<file path="config.mk">
export PLATFORM = sky130hd
export DESIGN_NAME = adc_oversample_ctrl
export DESIGN_NICKNAME = d
export VERILOG_FILES = /design/src/rtl/adc_oversample_ctrl_pkg.sv /design/src/rtl/adc_valid_tracker.sv /design/src/rtl/adc_oversample_ctrl.sv
export SDC_FILE = /design/constraint.sdc
export NUM_CORES = 1
export LEC_CHECK = 0
export CAP_MARGIN = 20
export CORE_AREA = 10 10 202 204
export DETAILED_ROUTE_END_ITERATION = 12
export DIE_AREA = 0 0 212 214
export HOLD_SLACK_MARGIN = 0.05
export PLACE_DENSITY_LB_ADDON = 0.2
export SLEW_MARGIN = 20
export SYNTH_ARGS = -nofsm -noshare
export SYNTH_HDL_FRONTEND = slang
export SYNTH_SLANG_ARGS = --single-unit
</file>
<file path="constraint.sdc">
create_clock -name i_clock -period 20.7 [get_ports i_clock]
set_input_delay 4.14 -clock i_clock [delete_from_list [all_inputs] [get_ports i_clock]]
set_output_delay 4.14 -clock i_clock [all_outputs]
set_load 0.03 [all_outputs]
</file>
<file path="src/rtl/adc_oversample_ctrl_pkg.sv">
// Shared types and helpers for the ADC oversampling sequencer.
package adc_oversample_ctrl_pkg;

    localparam int DEF_B       = 8;
    localparam int DEF_MAX_OSR = 4;
    localparam int ACC_W       = DEF_B + DEF_MAX_OSR;

    typedef enum logic [2:0] {
        ST_IDLE,
        ST_SAMPLE,
        ST_SETTLE,
        ST_DRAIN,
        ST_DONE
    } state_t;

    function automatic logic [2:0] clamp_osr(input logic [2:0] osr, input int max_osr);
        if (int'(osr) > max_osr) begin
            return 3'(max_osr);
        end
        return osr;
    endfunction

endpackage

</file>
<file path="src/rtl/adc_valid_tracker.sv">
// Shift register that follows issued conversions through the converter latency.
module adc_valid_tracker #(
    parameter int LAT = 6
) (
    input  logic i_clk,
    input  logic i_rst,
    input  logic i_valid,
    output logic o_tap,
    output logic o_empty_next
);

    logic [LAT-1:0] r_sr;
    logic [LAT-1:0] w_sr_next;

    generate
        if (LAT == 1) begin : g_single
            assign w_sr_next = i_valid;
        end else begin : g_chain
            assign w_sr_next = {r_sr[LAT-2:0], i_valid};
        end
    endgenerate

    always_ff @(posedge i_clk or posedge i_rst) begin
        if (i_rst) begin
            r_sr <= '0;
        end else begin
            r_sr <= w_sr_next;
        end
    end

    assign o_tap = r_sr[LAT-1];
    // Empty after this edge, so the drain can finish on the last accumulate.
    assign o_empty_next = ~|w_sr_next;

endmodule

</file>
<file path="src/rtl/adc_oversample_ctrl.sv">
// Strobes the comparators, issues settled thermometer codes to the converter,
// accumulates 2^osr returned codes and hands out their average.
module adc_oversample_ctrl
    import adc_oversample_ctrl_pkg::*;
#(
    parameter int B       = DEF_B,
    parameter int LAT     = 6,
    parameter int SETTLE  = 3,
    parameter int MAX_OSR = DEF_MAX_OSR
) (
    input  logic              i_clock,
    input  logic              i_reset,
    input  logic              i_start,
    input  logic [2:0]        i_osr_log2,
    output logic              o_busy,
    output logic              o_sample,
    input  logic [(2**B)-1:0] i_thermo_in,
    output logic              o_conv_valid,
    output logic [(2**B)-1:0] o_conv_thermo,
    input  logic [B-1:0]      i_conv_bin,
    output logic [B-1:0]      o_result,
    output logic              o_result_valid,
    input  logic              i_result_ready
);

    localparam int AW = B + MAX_OSR;
    localparam int CW = MAX_OSR + 1;
    localparam int SW = (SETTLE > 1) ? $clog2(SETTLE) : 1;

    state_t             r_state;
    state_t             w_next;
    logic [2:0]         r_osr_lat;
    logic [CW-1:0]      r_issue_cnt;
    logic [SW-1:0]      r_settle_cnt;
    logic [AW-1:0]      r_acc;
    logic [AW-1:0]      w_acc_next;
    logic [B-1:0]       r_result;
    logic               r_result_valid;
    logic               r_sample;
    logic               r_conv_valid;
    logic [(2**B)-1:0]  r_conv_thermo;
    logic [2:0]         w_osr_clamped;
    logic               w_settle_last;
    logic               w_accept;
    logic               w_tap;
    logic               w_empty_next;

    adc_valid_tracker #(.LAT(LAT)) u_tracker (
        .i_clk        (i_clock),
        .i_rst        (i_reset),
        .i_valid      (r_conv_valid),
        .o_tap        (w_tap),
        .o_empty_next (w_empty_next)
    );

    assign w_osr_clamped = clamp_osr(i_osr_log2, MAX_OSR);
    assign w_accept      = (r_state == ST_IDLE) && i_start;
    assign w_settle_last = (r_state == ST_SETTLE) && (r_settle_cnt == SW'(SETTLE - 1));
    assign w_acc_next    = r_acc + (w_tap ? AW'(i_conv_bin) : '0);

    always_ff @(posedge i_clock or posedge i_reset) begin
        if (i_reset) begin
            r_state <= ST_IDLE;
        end else begin
            r_state <= w_next;
        end
    end

    always_comb begin
        w_next = r_state;
        case (r_state)
            ST_IDLE:   if (i_start) w_next = ST_SAMPLE;
            ST_SAMPLE: w_next = ST_SETTLE;
            ST_SETTLE: if (w_settle_last) w_next = (r_issue_cnt == CW'(1)) ? ST_DRAIN : ST_SAMPLE;
            ST_DRAIN:  if (w_empty_next) w_next = ST_DONE;
            ST_DONE:   if (i_result_ready) w_next = ST_IDLE;
            default:   w_next = ST_IDLE;
        endcase
    end

    always_comb begin
        o_busy = (r_state != ST_IDLE);
    end

    always_ff @(posedge i_clock or posedge i_reset) begin
        if (i_reset) begin
            r_osr_lat      <= '0;
            r_issue_cnt    <= '0;
            r_settle_cnt   <= '0;
            r_acc          <= '0;
            r_result       <= '0;
            r_result_valid <= 1'b0;
            r_sample       <= 1'b0;
            r_conv_valid   <= 1'b0;
            r_conv_thermo  <= '0;
        end else begin
            r_sample     <= (w_next == ST_SAMPLE);
            r_conv_valid <= w_settle_last;
            if (w_settle_last) begin
                r_conv_thermo <= i_thermo_in;
                r_issue_cnt   <= r_issue_cnt - 1'b1;
            end
            if ((r_state == ST_SETTLE) && !w_settle_last) begin
                r_settle_cnt <= r_settle_cnt + 1'b1;
            end else begin
                r_settle_cnt <= '0;
            end
            if (w_accept) begin
                r_osr_lat   <= w_osr_clamped;
                r_issue_cnt <= CW'(1) << w_osr_clamped;
                r_acc       <= '0;
            end else begin
                r_acc <= w_acc_next;
            end
            // The final add and the result capture share one edge.
            if ((r_state == ST_DRAIN) && w_empty_next) begin
                r_result       <= B'(w_acc_next >> r_osr_lat);
                r_result_valid <= 1'b1;
            end else if ((r_state == ST_DONE) && i_result_ready) begin
                r_result_valid <= 1'b0;
            end
        end
    end

    assign o_sample       = r_sample;
    assign o_conv_valid   = r_conv_valid;
    assign o_conv_thermo  = r_conv_thermo;
    assign o_result       = r_result;
    assign o_result_valid = r_result_valid;

endmodule

</file>
Word-level counts from Yosys, hierarchy flattened
Cells that the tools add are included.
{"block": "totals", "ff_bits": 298, "inputBits": 271, "output_inout_bits": 268, "word_cells": 52}
{"block": "classes", "add_sub_neg": 3, "order_cmp": 1, "eq_ne": 7, "shift": 2, "muxes": 16, "reduce_logical": 12}
{"cell": "3-bit two-way mux", "count": 6}
{"cell": "3-bit case mux with 5 select lines", "count": 1}
{"cell": "12-bit by 8-bit adder with 12-bit output", "count": 1}
{"cell": "12-bit two-way mux", "count": 1}
{"cell": "12-bit by 3-bit >> shifter with 8-bit output", "count": 1}
{"cell": "5-bit two-way mux", "count": 2}
{"cell": "8-bit two-way mux", "count": 1}
{"cell": "3-bit by 1-bit == test with 1-bit output, second input constant", "count": 2}
{"cell": "3-bit by 2-bit == test with 1-bit output, second input constant", "count": 2}
{"cell": "6-bit OR reduction", "count": 1}
{"cell": "5-bit by 1-bit == test with 1-bit output, second input constant", "count": 1}
{"cell": "1-bit logical AND", "count": 5}
{"cell": "1-bit by 3-bit << shifter with 5-bit output, first input constant", "count": 1}
{"cell": "5-bit by 1-bit subtractor with 5-bit output, second input constant", "count": 1}
{"cell": "2-bit two-way mux", "count": 2}
{"cell": "2-bit nonzero test", "count": 2}
{"cell": "3-bit == test, second input constant", "count": 1}
{"cell": "3-bit > comparator, second input constant", "count": 1}
{"cell": "3-bit logical NOT", "count": 1}
{"cell": "1-bit two-way mux", "count": 3}
{"cell": "3-bit nonzero test", "count": 1}
{"cell": "2-bit by 1-bit adder with 2-bit output, second input constant", "count": 1}
{"cell": "2-bit == test, second input constant", "count": 1}
{"cell": "1-bit logical NOT", "count": 2}

Logic depth before layout (Yosys ltp)
{"block": "logic_depth", "depth_word": 5, "ltp_mapped": 9, "depth_no_buf": 9}

Cells and area by module
From an unflattened synthesis, not the netlist that was laid out.
{"block": "hier_totals", "hier_cells": 1371, "area_unflattened_um2": 12197.9}
{"mod": "adc_oversample_ctrl", "n_inst": 1, "cells_each": 1362, "area_per_inst_um2": 12026.5, "seq_area_each_um2": 7307.0}
{"mod": "adc_valid_tracker", "n_inst": 1, "cells_each": 9, "area_per_inst_um2": 171.4, "seq_area_each_um2": 150.1}

Worst setup path after synthesis
Ideal clock, no wire load.
{"block": "synth_timing", "path_type": "input-to-reg", "start": "input i_conv_bin[0]", "end": "register r_result[2] (netlist: o_result[2])", "setup_time_ns": 0.120, "arrival_time_ns": 6.247, "t_required_ns": 20.580, "slack_ns": 14.334, "stages": 9, "path_buffers": 0, "cell_sequence": "and2_1 > ha_1 > fa_1 > a21o_1 > a21oi_1 > xnor2_1 > mux4_2 > a22o_1 > a31o_1"}
{"block": "synth_between", "elab_chain_cells": 3}
{"element": "start, declared", "line": "adc_oversample_ctrl.sv:20", "rtl": "input logic [B-1:0] i_conv_bin,"}
{"element": "8-bit two-way mux", "line": "adc_oversample_ctrl.sv:59", "rtl": "assign w_acc_next = r_acc + (w_tap ? AW'(i_conv_bin) : '0);"}
{"element": "12-bit by 8-bit adder with 12-bit output", "line": "adc_oversample_ctrl.sv:59"}
{"element": "12-bit by 3-bit >> shifter with 8-bit output", "line": "adc_oversample_ctrl.sv:117", "rtl": "r_result <= B'(w_acc_next >> r_osr_lat);"}
{"element": "end signal, assigned", "line": "adc_oversample_ctrl.sv:117"}
{"element": "end, declared", "line": "adc_oversample_ctrl.sv:37", "rtl": "logic [B-1:0] r_result;"}
Every way passes these cells.
A chain may end at the register's enable or synchronous reset.

Worst setup path in the final report
{"block": "layout_timing", "start": "input i_conv_bin[0]", "end": "register r_result[5] (netlist: o_result[5])"}
The elaborated chain is that of the path after synthesis.

==> run metrics <==
status finished, final reports clean; commonest non-fill, non-tap cell in the layout clkdlybuf4s50_1; sequential area share after synthesis 61.02%; fin. max-slew vios 0; Initial Utilization 32.99%; DRC violations left 0; main flop type after synthesis dfrtp_1; MaxCap Viol Count 0; gp weighted congestion 0.8450; DR iter-0 viols 365; postcts setup bufs 0; Slew headroom 36.68%; row cnt 71; gr ovfl total 0; VDD IR-drop max 0.1066 mV; leakage 7.880 nW; Worst Hold Class flip-flop to flip-flop; CTS Buf Count 36; crit-path max FO 4; Die Height 214 um; clk_lat worst skew 530 ps; footprint of the multi-input gates 4496 um2; Post-synth EDFFs 0; crit path DAT 6880 ps; Clock Pin Slew Worst Setup and Hold Paths 60 ps; Hold-fix buffers, CTS 0; warning count from the yosys run 0; share of cells above drive strength 1 24.52%; Syn Area/Cell 14.64 um2; CTS H-tree depth 2; Cell Area, Placed 18050 um2; vias in the first global route 9593; Boundary Pins 539; Final Cycle Share 31.40%; most frequent cells in the layout clkdlybuf4s50_1, dfrtp_1, mux2_2, clkbuf_16, nor2_1; pwr dens 175.1 nW/um2; Syn Nets 1118; post-synthesis async set-or-reset flop share 100.0%; ANT nets after route 0; core box area 37040 um2; TritonRoute pass-1 iters 4; Netlist cell types 65; #FFs+latches synth 298; cts repair resizes 0; Final setup viols 0; Vias 9009; Syn Std Cell Area 12220 um2; CP cell instances clkdlybuf4s50_1 > and2_1 > ha_1 > fa_1 > a21o_1 > a221oi_2 > a211oi_1 > nor2_1 > o211ai_1 > o41a_1; clock skew 18.02 ps; Final #Nets 1656; Post-Synthesis Cells 835; Die ar. 45370 um2; final hold violation count 0; post-layout util 52.17%; CP bufs+invs 1; Max Clk Rate 153.8 MHz; Largest delay share family, worst path compound AO/OA/AOI/OAI gates; Tightest Pin Transition 949.8 ps; setup TNS 0 ps; DRT Wirelength 43810 um; CP max stage delay 430 ps; critical path startpoint category input port; first-pass GRT wire length 64660 um; Layout fillers 3209; crit end category flip-flop; Avg WL per Cell 23.33 um; WS Path Type input port to flip-flop; Final Worst Setup Slack 14200 ps; area grow syn2layout 58.16%; RSZ-0062 raised after global routing false; Final min period 6501 ps; drt via density 4.797; initial antenna violation count 13; FF/Latch Area 7457 um2; Max Buffers Root-to-Sink 3; GR Util All Layers 18.82%; DP Worst Slack 13710 ps; die width 212 um; Sink Count 298; largest net degree at the start of global routing 83; Post-DP HPWL 33910 um; port bufs 538; root buffer cell clkbuf_16; worst path required time 21080 ps; post-route cell area 19330 um2; Worst path slowest cell fa_1; CTS tree yes
-- cells by family (layout without fill, tap and decap cells) --
kind of cell | count (synthesis) | after routing | share of synthesized area (%)
AO/OA/AOI/OAI | 88 | 88 | 5.785
XOR/XNOR | 5 | 5 | 0.3584
adder cells (fa/ha/maj) | 12 | 12 | 1.290
buffers and inverters | 62 | 626 | 2.273
flip-flops | 298 | 298 | 61.02
multiplexers | 269 | 269 | 25.04
other | 0 | 5 | 0
AND/OR/NAND/NOR | 101 | 101 | 4.228
-- synth_stat cells, drive strengths merged (8+ instances only) --
| master | count | area (um2) |
|---|---|---|
| nor3 | 8 | 45.04 |
| o21ai | 19 | 98.85 |
| ha | 11 | 137.6 |
| nor2b | 11 | 68.82 |
| nand3 | 9 | 45.04 |
| buf | 31 | 161.4 |
| inv | 13 | 48.80 |
| mux2 | 261 | 2943 |
| and2 | 9 | 56.30 |
| clkbuf | 16 | 60.06 |
| nor2 | 30 | 112.6 |
| nand2 | 16 | 60.06 |
| a21oi | 10 | 50.05 |
| dfrtp | 298 | 7457 |
-- flip-flops by register name, indices dropped and copies added, names as in the netlist, 2 cells and up --
signal and count:
o_conv_thermo 256, r_acc 12, o_result 8, u_tracker.r_sr 6
r_issue_cnt 5, r_osr_lat 3, r_state 3, r_settle_cnt 2
-- stage by stage --
step | hold WS (ps) | power, W | cells
floorplan | 354.0 | 0.001960 | 835
global placement | 360.5 | 0.002744 | 1808
detailed placement | 363.7 | 0.002756 | 1808
CTS | 377.8 | 0.003432 | 1872
global route | 385.0 | 0.003547 | 1874
finish | 377.3 | 0.003384 | 1878
-- routing by layer --
layer  GRT usage, %  wire (um)  part of all wire (%)
met2          33.18      22650                    52
met1          19.27      15030                    34
met5              0        117                  0.27
met4          3.908        804                   1.8
met3          9.953       5202                    12
-- power breakdown --
| part | switching (W) | internal, W | total, W |
|---|---|---|---|
| logic | 0.000940 | 0.000756 | 0.00170 |
| clock network | 0.000249 | 0.000403 | 0.000652 |
| registers | 0.000169 | 0.000868 | 0.00104 |
| total | 0.00136 | 0.00203 | 0.00338 |
-- final cells by class --
| class | instances | share of cell area, % |
|---|---|---|
| antenna | 5 | 0.06474 |
| clock buffer | 57 | 5.703 |
| clock inverter | 7 | 0.6538 |
| inverter | 15 | 0.3302 |
| multi-input combinational | 475 | 23.26 |
| sequential | 298 | 38.58 |
| tap | 474 | 3.069 |
| timing repair buffer | 547 | 28.34 |
-- worst paths after layout --
kind	startpoint	cells past startpoint	end	slack (ps)
max	i_conv_bin[0]	10	o_result[5]$_DFFE_PP0P_	14200
min	u_tracker.r_sr[2]$_DFF_PP0_	0	u_tracker.r_sr[3]$_DFF_PP0_	380
max reg2reg	r_settle_cnt[0]$_DFF_PP0_	8	o_conv_thermo[181]$_DFFE_PP0P_	17680
min reg2reg	u_tracker.r_sr[2]$_DFF_PP0_	0	u_tracker.r_sr[3]$_DFF_PP0_	380
min in group asynchronous	i_reset	2	o_conv_thermo[206]$_DFFE_PP0P_	4090
max in group asynchronous	i_reset	3	o_conv_thermo[8]$_DFFE_PP0P_	15200
Power figures use the tool's default switching activity.
